<file path="config.mk">
export PLATFORM = sky130hd
export DESIGN_NAME = addsub_op_sequencer
export DESIGN_NICKNAME = d
export VERILOG_FILES = /design/src/rtl/addsub_op_sequencer.sv
export SDC_FILE = /design/constraint.sdc
export NUM_CORES = 1
export LEC_CHECK = 0
export ABC_AREA = 1
export BUFFER_PORTS_ARGS = -buffer_cell sky130_fd_sc_hd__buf_2
export CORE_ASPECT_RATIO = 2
export CORE_UTILIZATION = 30
export CTS_CLUSTER_DIAMETER = 50
export DETAILED_ROUTE_END_ITERATION = 16
export GPL_ROUTABILITY_DRIVEN = 0
export MAX_ROUTING_LAYER = met4
export PLACE_DENSITY = 0.54
export SLEW_MARGIN = 20
export SYNTH_ARGS = -nofsm -noshare
export SYNTH_HDL_FRONTEND = slang
export SYNTH_SLANG_ARGS = --single-unit
</file>
<file path="constraint.sdc">
create_clock -name Clk -period 4.4 [get_ports Clk]
set_clock_uncertainty 0.1 [all_clocks]
set_input_delay 0.22 -clock Clk [delete_from_list [all_inputs] [get_ports Clk]]
set_output_delay 0.22 -clock Clk [all_outputs]
set_load 0.05 [all_outputs]
</file>
<file path="src/rtl/addsub_op_sequencer.sv">
`default_nettype none
// ============================================================================
//  Module   : addsub_op_sequencer
//  Purpose  : Issue stage for the signed add/sub unit. Queues (mode, A, B)
//             requests, issues one at a time, waits the unit latency, then
//             hands the result and a signed-overflow flag downstream.
//  Revision : 1.0  initial release
// ============================================================================
module addsub_op_sequencer #(
    parameter int INPUT_BIT_WIDTH = 8,
    parameter int FIFO_DEPTH      = 4,
    parameter int RESULT_LATENCY  = 1
) (
    input  logic                               Clk,
    input  logic                               Reset,
    input  logic                               InValid,
    output logic                               InReady,
    input  logic                               InMode,
    input  logic [INPUT_BIT_WIDTH-1:0]         InA,
    input  logic [INPUT_BIT_WIDTH-1:0]         InB,
    output logic                               AddSubMode,
    output logic [INPUT_BIT_WIDTH-1:0]         OpA,
    output logic [INPUT_BIT_WIDTH-1:0]         OpB,
    input  logic [INPUT_BIT_WIDTH-1:0]         AddSubResult,
    output logic                               OutValid,
    input  logic                               OutReady,
    output logic [INPUT_BIT_WIDTH-1:0]         OutResult,
    output logic                               OutOverflow,
    output logic [$clog2(FIFO_DEPTH+1)-1:0]    Count
);

    localparam int c_W     = INPUT_BIT_WIDTH;
    localparam int c_ENT_W = 2 * c_W + 1;
    localparam int c_PTR_W = (FIFO_DEPTH > 1) ? $clog2(FIFO_DEPTH) : 1;
    localparam int c_CNT_W = $clog2(FIFO_DEPTH + 1);
    localparam int c_LAT_W = (RESULT_LATENCY > 0) ? $clog2(RESULT_LATENCY + 1) : 1;

    localparam logic [1:0] S_IDLE = 2'd0;
    localparam logic [1:0] S_WAIT = 2'd1;
    localparam logic [1:0] S_HOLD = 2'd2;

    logic [c_ENT_W-1:0] r_mem [FIFO_DEPTH];
    logic [c_PTR_W-1:0] r_wptr;
    logic [c_PTR_W-1:0] r_rptr;
    logic [c_CNT_W-1:0] r_count;
    logic [1:0]         r_state;
    logic [1:0]         w_state_nxt;
    logic [c_LAT_W-1:0] r_lat;

    logic               r_mode;
    logic [c_W-1:0]     r_opa;
    logic [c_W-1:0]     r_opb;
    logic [c_W-1:0]     r_result;
    logic               r_ovf;
    logic               r_valid;

    logic               w_full;
    logic               w_push;
    logic               w_pop;
    logic               w_capture;
    logic [c_ENT_W-1:0] w_head;
    logic               w_ovf;
    logic               w_msb_a;
    logic               w_msb_b;
    logic               w_msb_r;

    // Fullness comes from the registered count only, so a pop on the same
    // edge never opens room for a push into a full FIFO.
    assign w_full  = (r_count == c_CNT_W'(FIFO_DEPTH));
    assign InReady = ~w_full;
    assign w_push  = InValid & ~w_full;
    assign w_head  = r_mem[r_rptr];

    // Signed overflow judged from the operands actually issued to the unit.
    assign w_msb_a = r_opa[c_W-1];
    assign w_msb_b = r_opb[c_W-1];
    assign w_msb_r = AddSubResult[c_W-1];
    assign w_ovf   = r_mode ? ((w_msb_a == w_msb_b) && (w_msb_r != w_msb_a))
                            : ((w_msb_a != w_msb_b) && (w_msb_r != w_msb_a));

    assign AddSubMode  = r_mode;
    assign OpA         = r_opa;
    assign OpB         = r_opb;
    assign OutValid    = r_valid;
    assign OutResult   = r_result;
    assign OutOverflow = r_ovf;
    assign Count       = r_count;

    // Request storage; entries need no reset since count gates every read.
    always_ff @(posedge Clk) begin
        if (w_push) begin
            r_mem[r_wptr] <= {InMode, InA, InB};
        end
    end

    // FIFO pointers and occupancy; power-of-two depth wraps naturally.
    always_ff @(posedge Clk) begin
        if (Reset) begin
            r_wptr  <= '0;
            r_rptr  <= '0;
            r_count <= '0;
        end else begin
            if (w_push) r_wptr <= r_wptr + c_PTR_W'(1);
            if (w_pop)  r_rptr <= r_rptr + c_PTR_W'(1);
            case ({w_push, w_pop})
                2'b10:   r_count <= r_count + c_CNT_W'(1);
                2'b01:   r_count <= r_count - c_CNT_W'(1);
                default: r_count <= r_count;
            endcase
        end
    end

    // Sequencer state register.
    always_ff @(posedge Clk) begin
        if (Reset) r_state <= S_IDLE;
        else       r_state <= w_state_nxt;
    end

    // Next state plus the pop/capture strobes that drive the datapath.
    always_comb begin
        w_state_nxt = r_state;
        w_pop       = 1'b0;
        w_capture   = 1'b0;
        case (r_state)
            S_IDLE: begin
                if (r_count != '0) begin
                    w_pop       = 1'b1;
                    w_state_nxt = S_WAIT;
                end
            end
            S_WAIT: begin
                if (r_lat == '0) begin
                    w_capture   = 1'b1;
                    w_state_nxt = S_HOLD;
                end
            end
            S_HOLD: begin
                if (OutReady) begin
                    if (r_count != '0) begin
                        w_pop       = 1'b1;
                        w_state_nxt = S_WAIT;
                    end else begin
                        w_state_nxt = S_IDLE;
                    end
                end
            end
            default: w_state_nxt = S_IDLE;
        endcase
    end

    // Latency countdown: loaded on issue, decremented while waiting.
    always_ff @(posedge Clk) begin
        if (Reset) begin
            r_lat <= '0;
        end else if (w_pop) begin
            r_lat <= c_LAT_W'(RESULT_LATENCY);
        end else if ((r_state == S_WAIT) && (r_lat != '0)) begin
            r_lat <= r_lat - c_LAT_W'(1);
        end
    end

    // Operand issue and result capture; operands persist until the next pop.
    always_ff @(posedge Clk) begin
        if (Reset) begin
            r_mode   <= 1'b0;
            r_opa    <= '0;
            r_opb    <= '0;
            r_result <= '0;
            r_ovf    <= 1'b0;
            r_valid  <= 1'b0;
        end else begin
            if (w_pop) begin
                r_mode <= w_head[c_ENT_W-1];
                r_opa  <= w_head[2*c_W-1:c_W];
                r_opb  <= w_head[c_W-1:0];
            end
            if (w_capture) begin
                r_result <= AddSubResult;
                r_ovf    <= w_ovf;
                r_valid  <= 1'b1;
            end else if ((r_state == S_HOLD) && OutReady) begin
                r_valid  <= 1'b0;
            end
        end
    end

endmodule
`default_nettype wire

</file>
* After elaboration in Yosys (flattened, before gate mapping)
Memory sizes are Yosys's and may differ from the RTL's. A register that Yosys moved wholly into a read port is not among the register bits.
Index checks and enable logic that the tools add are counted.
** Storage, ports and cells
- Bits in registers :: 20
- Memory bits (writable) :: 68
- Output and inout bits :: 31
- Logic and storage cells :: 55
- Memories :: 1
** Memory list
- r_mem :: words 4, bits a word 17, rd ports 1, clocked after memory_dff 1, wr ports 1, line 42 : logic [c_ENT_W-1:0] r_mem [FIFO_DEPTH];
** Operators by class
- $add $sub $neg :: 5
- Eq/ne operators :: 11
- Muxes and demuxes :: 18
- Bitwise logic cells :: 2
- Reduce and logical (&&, ||, !) cells :: 10
** Operators with widths (count)
- 1-bit two-way mux :: 12
- 2-bit two-way mux :: 3
- 2-bit != test (second input constant) :: 3
- 2-bit one-hot mux with 3 select lines :: 1
- 3-bit one-hot mux with 2 select lines :: 1
- 2-bit nonzero test :: 3
- 2-bit by 1-bit adder with 2-bit output (second input constant) :: 2
- 2-bit by 1-bit == test with 1-bit output (second input constant) :: 2
- 2-bit == test (second input constant) :: 2
- 1-bit logical AND :: 4
- 3-bit by 1-bit adder with 3-bit output (second input constant) :: 1
- 3-bit == test (second input constant) :: 1
- 3-bit AND reduction :: 1
- 3-bit nonzero test :: 1
- 3-bit by 1-bit subtractor with 3-bit output (second input constant) :: 1
- 2-bit logical NOT :: 1
- 1-bit != test :: 2
- 1-bit one-hot mux with 2 select lines :: 1
- 1-bit bitwise AND :: 1
- 1-bit == test :: 1
- 1-bit NOT :: 1
- 1-bit subtractor (second input constant) :: 1

* Longest topological paths before layout
- Word-level depth :: 6
- Gate-level depth with buffers :: 13

* Worst setup path before layout
Ideal clock, no wire load.
- Kind :: reg-to-reg
- Start point :: reg r_count[2], in the netlist Count[2]
- End point :: reg r_count[2], in the netlist Count[2]
- Library setup time :: 0.113 ns
- Data arrival time :: 2.602 ns
- Data required time :: 4.187 ns
- Path slack :: 1.585 ns
- Stages on the path, launching flop included :: 11
- Buffers on the path :: 0
- Period minus slack after synthesis :: 2.815 ns
- Cell sequence :: dfxtp_1 nand3_1 nand2_1 ha_1 inv_1 fa_1 or2_2 nand2_1 nand2_1 nand2_1 nor2_1
** On the way
- Elaborated cells on any way between the ends :: 13
- Those cells by class :: 2 x add/sub; 3 x eq/ne; 4 x mux; 2 x bitwise; 2 x reduce/logical
** RTL lines
- start, declared :: line 45 : logic [c_CNT_W-1:0] r_count;
- start signal, assigned :: line 106 : 2'b10: r_count <= r_count + c_CNT_W'(1);
- start signal, assigned :: line 107 : 2'b01: r_count <= r_count - c_CNT_W'(1);
- start signal, assigned :: line 108 : default: r_count <= r_count;
- 3-bit == test * :: line 69 : assign w_full = (r_count == c_CNT_W'(FIFO_DEPTH));
- 1-bit NOT *
- net InReady :: line 17 : output logic InReady,
- 1-bit bitwise AND * :: line 71 : assign w_push = InValid & ~w_full;
- 2-bit by 1-bit == test with 1-bit output / 2-bit == test (equally long branches) :: line 105 : case ({w_push, w_pop})
- 3-bit one-hot mux with 2 select lines / 2-bit nonzero test (equally long branches)
Mark *: on every way through the listed nets, which the timed path passes. The rest lies on a longest branch.
A chain may end at the register's enable or synchronous reset.

* Worst setup path in the final report
- Start point :: reg r_count[1], in the netlist Count[1]
- End point :: reg r_count[2], in the netlist Count[2]
** On the way
- Cells in the longest elaborated chain, start to end :: 6
- Elaborated cells on any way between the ends :: 13
- Those cells by class :: 2 x add/sub; 3 x eq/ne; 4 x mux; 2 x bitwise; 2 x reduce/logical
** Ends and longest elaborated chain
- 3-bit nonzero test * :: line 126, 139
- 1-bit two-way mux * :: line 126, 139
- 1-bit two-way mux :: line 138 : if (OutReady) begin
- 1-bit one-hot mux with 2 select lines * :: line 124 : case (r_state)
- net w_pop :: line 59 : logic w_pop;
- 2-bit by 1-bit == test with 1-bit output / 2-bit == test (equally long branches) :: line 105
- 3-bit one-hot mux with 2 select lines / 2-bit nonzero test (equally long branches)
Marks and branches as above.

==> flow_summary.yaml <==
worst_setup_path:
  slowest_delay_ns: 0.39
  cp.arrival_ns: 2.47
  critical-path-slowest-cell: "fa_1"
  path_delay_family: "simple AND/OR/NAND/NOR gates"
  cp_cell_sequence: "inv_1 > nand3_1 > nand2_1 > buf_4 > inv_1 > ha_1 > inv_1 > fa_1 > or2_2 > nand2_1 > nand2_1 > nand2_1 > nor2_1"
  critPathMaxFanout: 39
  r2r_cells: 13
  start_kind: "register"
  crit_buf_inv: 4
  critPathMostFrequentCell: "nand2_1"
  end_kind: "register"
  required_ns: 4.54
  worst-path-stages: 13
  worstSetupPathType: "register to register"
synth:
  synth_area_um2: 4247
  synth_nets: 471
  synth_top_family_by_area: "simple AND/OR/NAND/NOR gates"
  syn_inst: 436
  ys_warn_count: 0
  synth_compound_area_share_pct: 7.867
  muxShareOfSynthArea_pct: 0
  synthXorXnorAreaFrac_pct: 0
  syn_area_per_cell_um2: 9.740
  ys_ff_latch: 105
  synth_top_area_share_pct: 48.08
  synth_area_leader_cell: "edfxtp_1"
  synth_area_leaders: "edfxtp_1 (48%), dfxtp_1 (17%), nand2_1 (10%)"
  synthDistinctLibCells: 21
  yosys.area_share.simple_pct: 17.41
  synthAdderAreaFrac_pct: 1.945
  yosysSeqAreaShare_pct: 65.53
power_and_ir_drop:
  p_leak_uw: 0.002164
  netSwitchingPower_uw: 1404
  p_int_uw: 1992
  sw_frac_of_total_pct: 41.35
  p_comb_share_pct: 37.4
  power_frac_clock_pct: 22.9
  p_seq_share_pct: 39.7
  power_density_nw_per_um2: 663.1
  vdd_drop_max_mv: 0.2008
  finalPower_uw: 3396
floorplanning:
  start_util_pct: 30.57
  dieHeight_um: 170.3
  ios: 60
  design.die.area_um2: 14660
  rows: 61
  die_w_um: 86.13
  core_um2: 13890
placement:
  hpwl_um: 5704
  place_area_um2: 4695
  place_ws_ns: 2.071
  io_buffers: 59
grt:
  grt_overflow_total: 0
  grt_pass1_wl_um: 13930
  grt_antenna_before_repair: 0
  grt_max_degree: 40
  grt_pass1_vias: 2865
  grtUsageTotal_pct: 12.84
route:
  drc: 0
  drt-initial-drc-count: 126
  firstDrtPassIters: 4
  vias_per_cell: 4.201
  final_antenna_net_count: 0
  wirelength_um: 8448
  vias: 2941
  wl_per_cell_um: 12.07
clock_network:
  htree_levels: 3
  clock_latency_ns: 0.34
  clk_pin_slew_ns: 0.07
  postCtsSetupRepairBufs: 0
  clock_path_buffers: 2
  clockRootBuffer: "clkbuf_16"
  cts_hold_buf: 13
  clock_sinks: 105
  post_cts_resized: 0
  cts_tree: "built"
  numCtsBuffers: 9
layout:
  nets: 541
  n_antenna_cell: 0
  layout-drive-gt1-share_pct: 16.63
  syn2layout_area_growth_pct: 20.60
  final_area_um2: 5121
sta:
  fmax_mhz: 428.1
  report.final.slew_viol_count: 0
  final.setup.worst_slack_ns: 2.064
  tns_ns: 0
  max_slew_margin_pct: 42.99
  hold-worst-slack_ns: 0.009581
  setup-violations-final: 0
  rsz0062_at_grt: "false"
  hold_viol_final: 0
  fin_crit_sh_pct: 53.09
  fin_crit_ns: 2.336
  worst_slew_pin_slew_ns: 0.8543
job:
  maxCapViolCount: 0
hold_path:
  hp-class: "input port to register"
  hold_depth: 1
outcome:
  status: "completed"
## sequential cells by signal, summed over array words and instances, names as in the netlist, 2 cells and up
name and cells:
r_mem 68, OpB 8, OpA 8, r_state 2
OutResult 8, Count 3, r_rptr 2, r_wptr 2
## layout make-up
type,instances,area (um2)
clock buffer,10,239.0
tap,189,236.5
multi-input combinational,265,1156
fill,1417,8770
clock inverter,6,57.56
timing repair buffer,78,470.5
inverter,47,178.9
sequential,105,2783
## cells in the mapped netlist, drive strengths merged
cell type / n
nand2: 118
edfxtp: 68
nor2: 64
o21ai: 48
inv: 46
dfxtp: 37
a21oi: 18
buf: 16
nand3: 10
ha: 5
clkbuf: 3
clkinv: 1
fa: 1
or2: 1
## metal layers
layer / wire length (um) / track usage, % / vias to the layer above
li1: - / - / 1538
met1: 3442 / 13.16 / 1341
met2: 4583 / 23.36 / 54
met3: 247 / 2.085 / 8
met4: 174 / 6.087 / 0
met5: 0 / - / -
## cells in the final DEF, fill, tap and decap left out
cell / netlist / layout
inv_2: 1 / 1
ha_1: 5 / 5
or2_2: 1 / 1
edfxtp_1: 68 / 68
o21ai_0: 31 / 31
a21oi_1: 17 / 17
nand2_1: 118 / 118
inv_8: 0 / 2
nor2_1: 64 / 64
clkinv_1: 1 / 1
o21ai_1: 17 / 17
a21oi_2: 1 / 1
clkbuf_16: 0 / 9
dfxtp_1: 37 / 37
clkinv_4: 0 / 3
fa_1: 1 / 1
inv_4: 1 / 1
buf_2: 9 / 59
buf_4: 2 / 6
clkbuf_8: 0 / 1
dlygate4sd3_1: 0 / 13
nand3_1: 10 / 10
inv_1: 44 / 44
inv_6: 0 / 1
## logic make-up after synthesis
kind of cell	Yosys count
adder cells (fa/ha/maj)	6
AND/OR/NAND/NOR	193
flip-flops	105
buffers and inverters	66
AO/OA/AOI/OAI	66
## power groups by stage
stage                     clock [uW]  combinational [uW]  sequential (uW)
after floorplan                    0                 737             1670
after global placement             0                1250             1360
after detailed placement           0                1270             1370
after CTS                        806                1290             1350
after global routing             838                1430             1380
final                            779                1270             1350
## final timing paths
path	startpoint	endpoint	slack, ns
worst max-delay path	Count[1]	Count[2]	2.06
worst max register to register	Count[1]	Count[2]	2.06
worst min-delay path	InMode	r_mem[1][16]	0.01
worst min register to register	OutResult[3]	OutResult[3]	0.34
## worst register-to-register path: stages (launching register included)
cell and delay [ns]:
dfxtp_1 0.35, inv_1 0.10, nand3_1 0.12, nand2_1 0.06, buf_4 0.25, inv_1 0.12
ha_1 0.14, inv_1 0.07, fa_1 0.39, or2_2 0.30, nand2_1 0.09, nand2_1 0.05
nand2_1 0.05, nor2_1 0.05
## metrics by stage
step	utilization, %	std cells
2_1_floorplan	-	436
3_3_place_gp	33.80	671
3_5_place_dp	33.80	671
4_1_cts	36.87	700
5_1_grt	36.87	700
6_report	36.87	700
No activity file was read; power rests on OpenSTA's default activity.
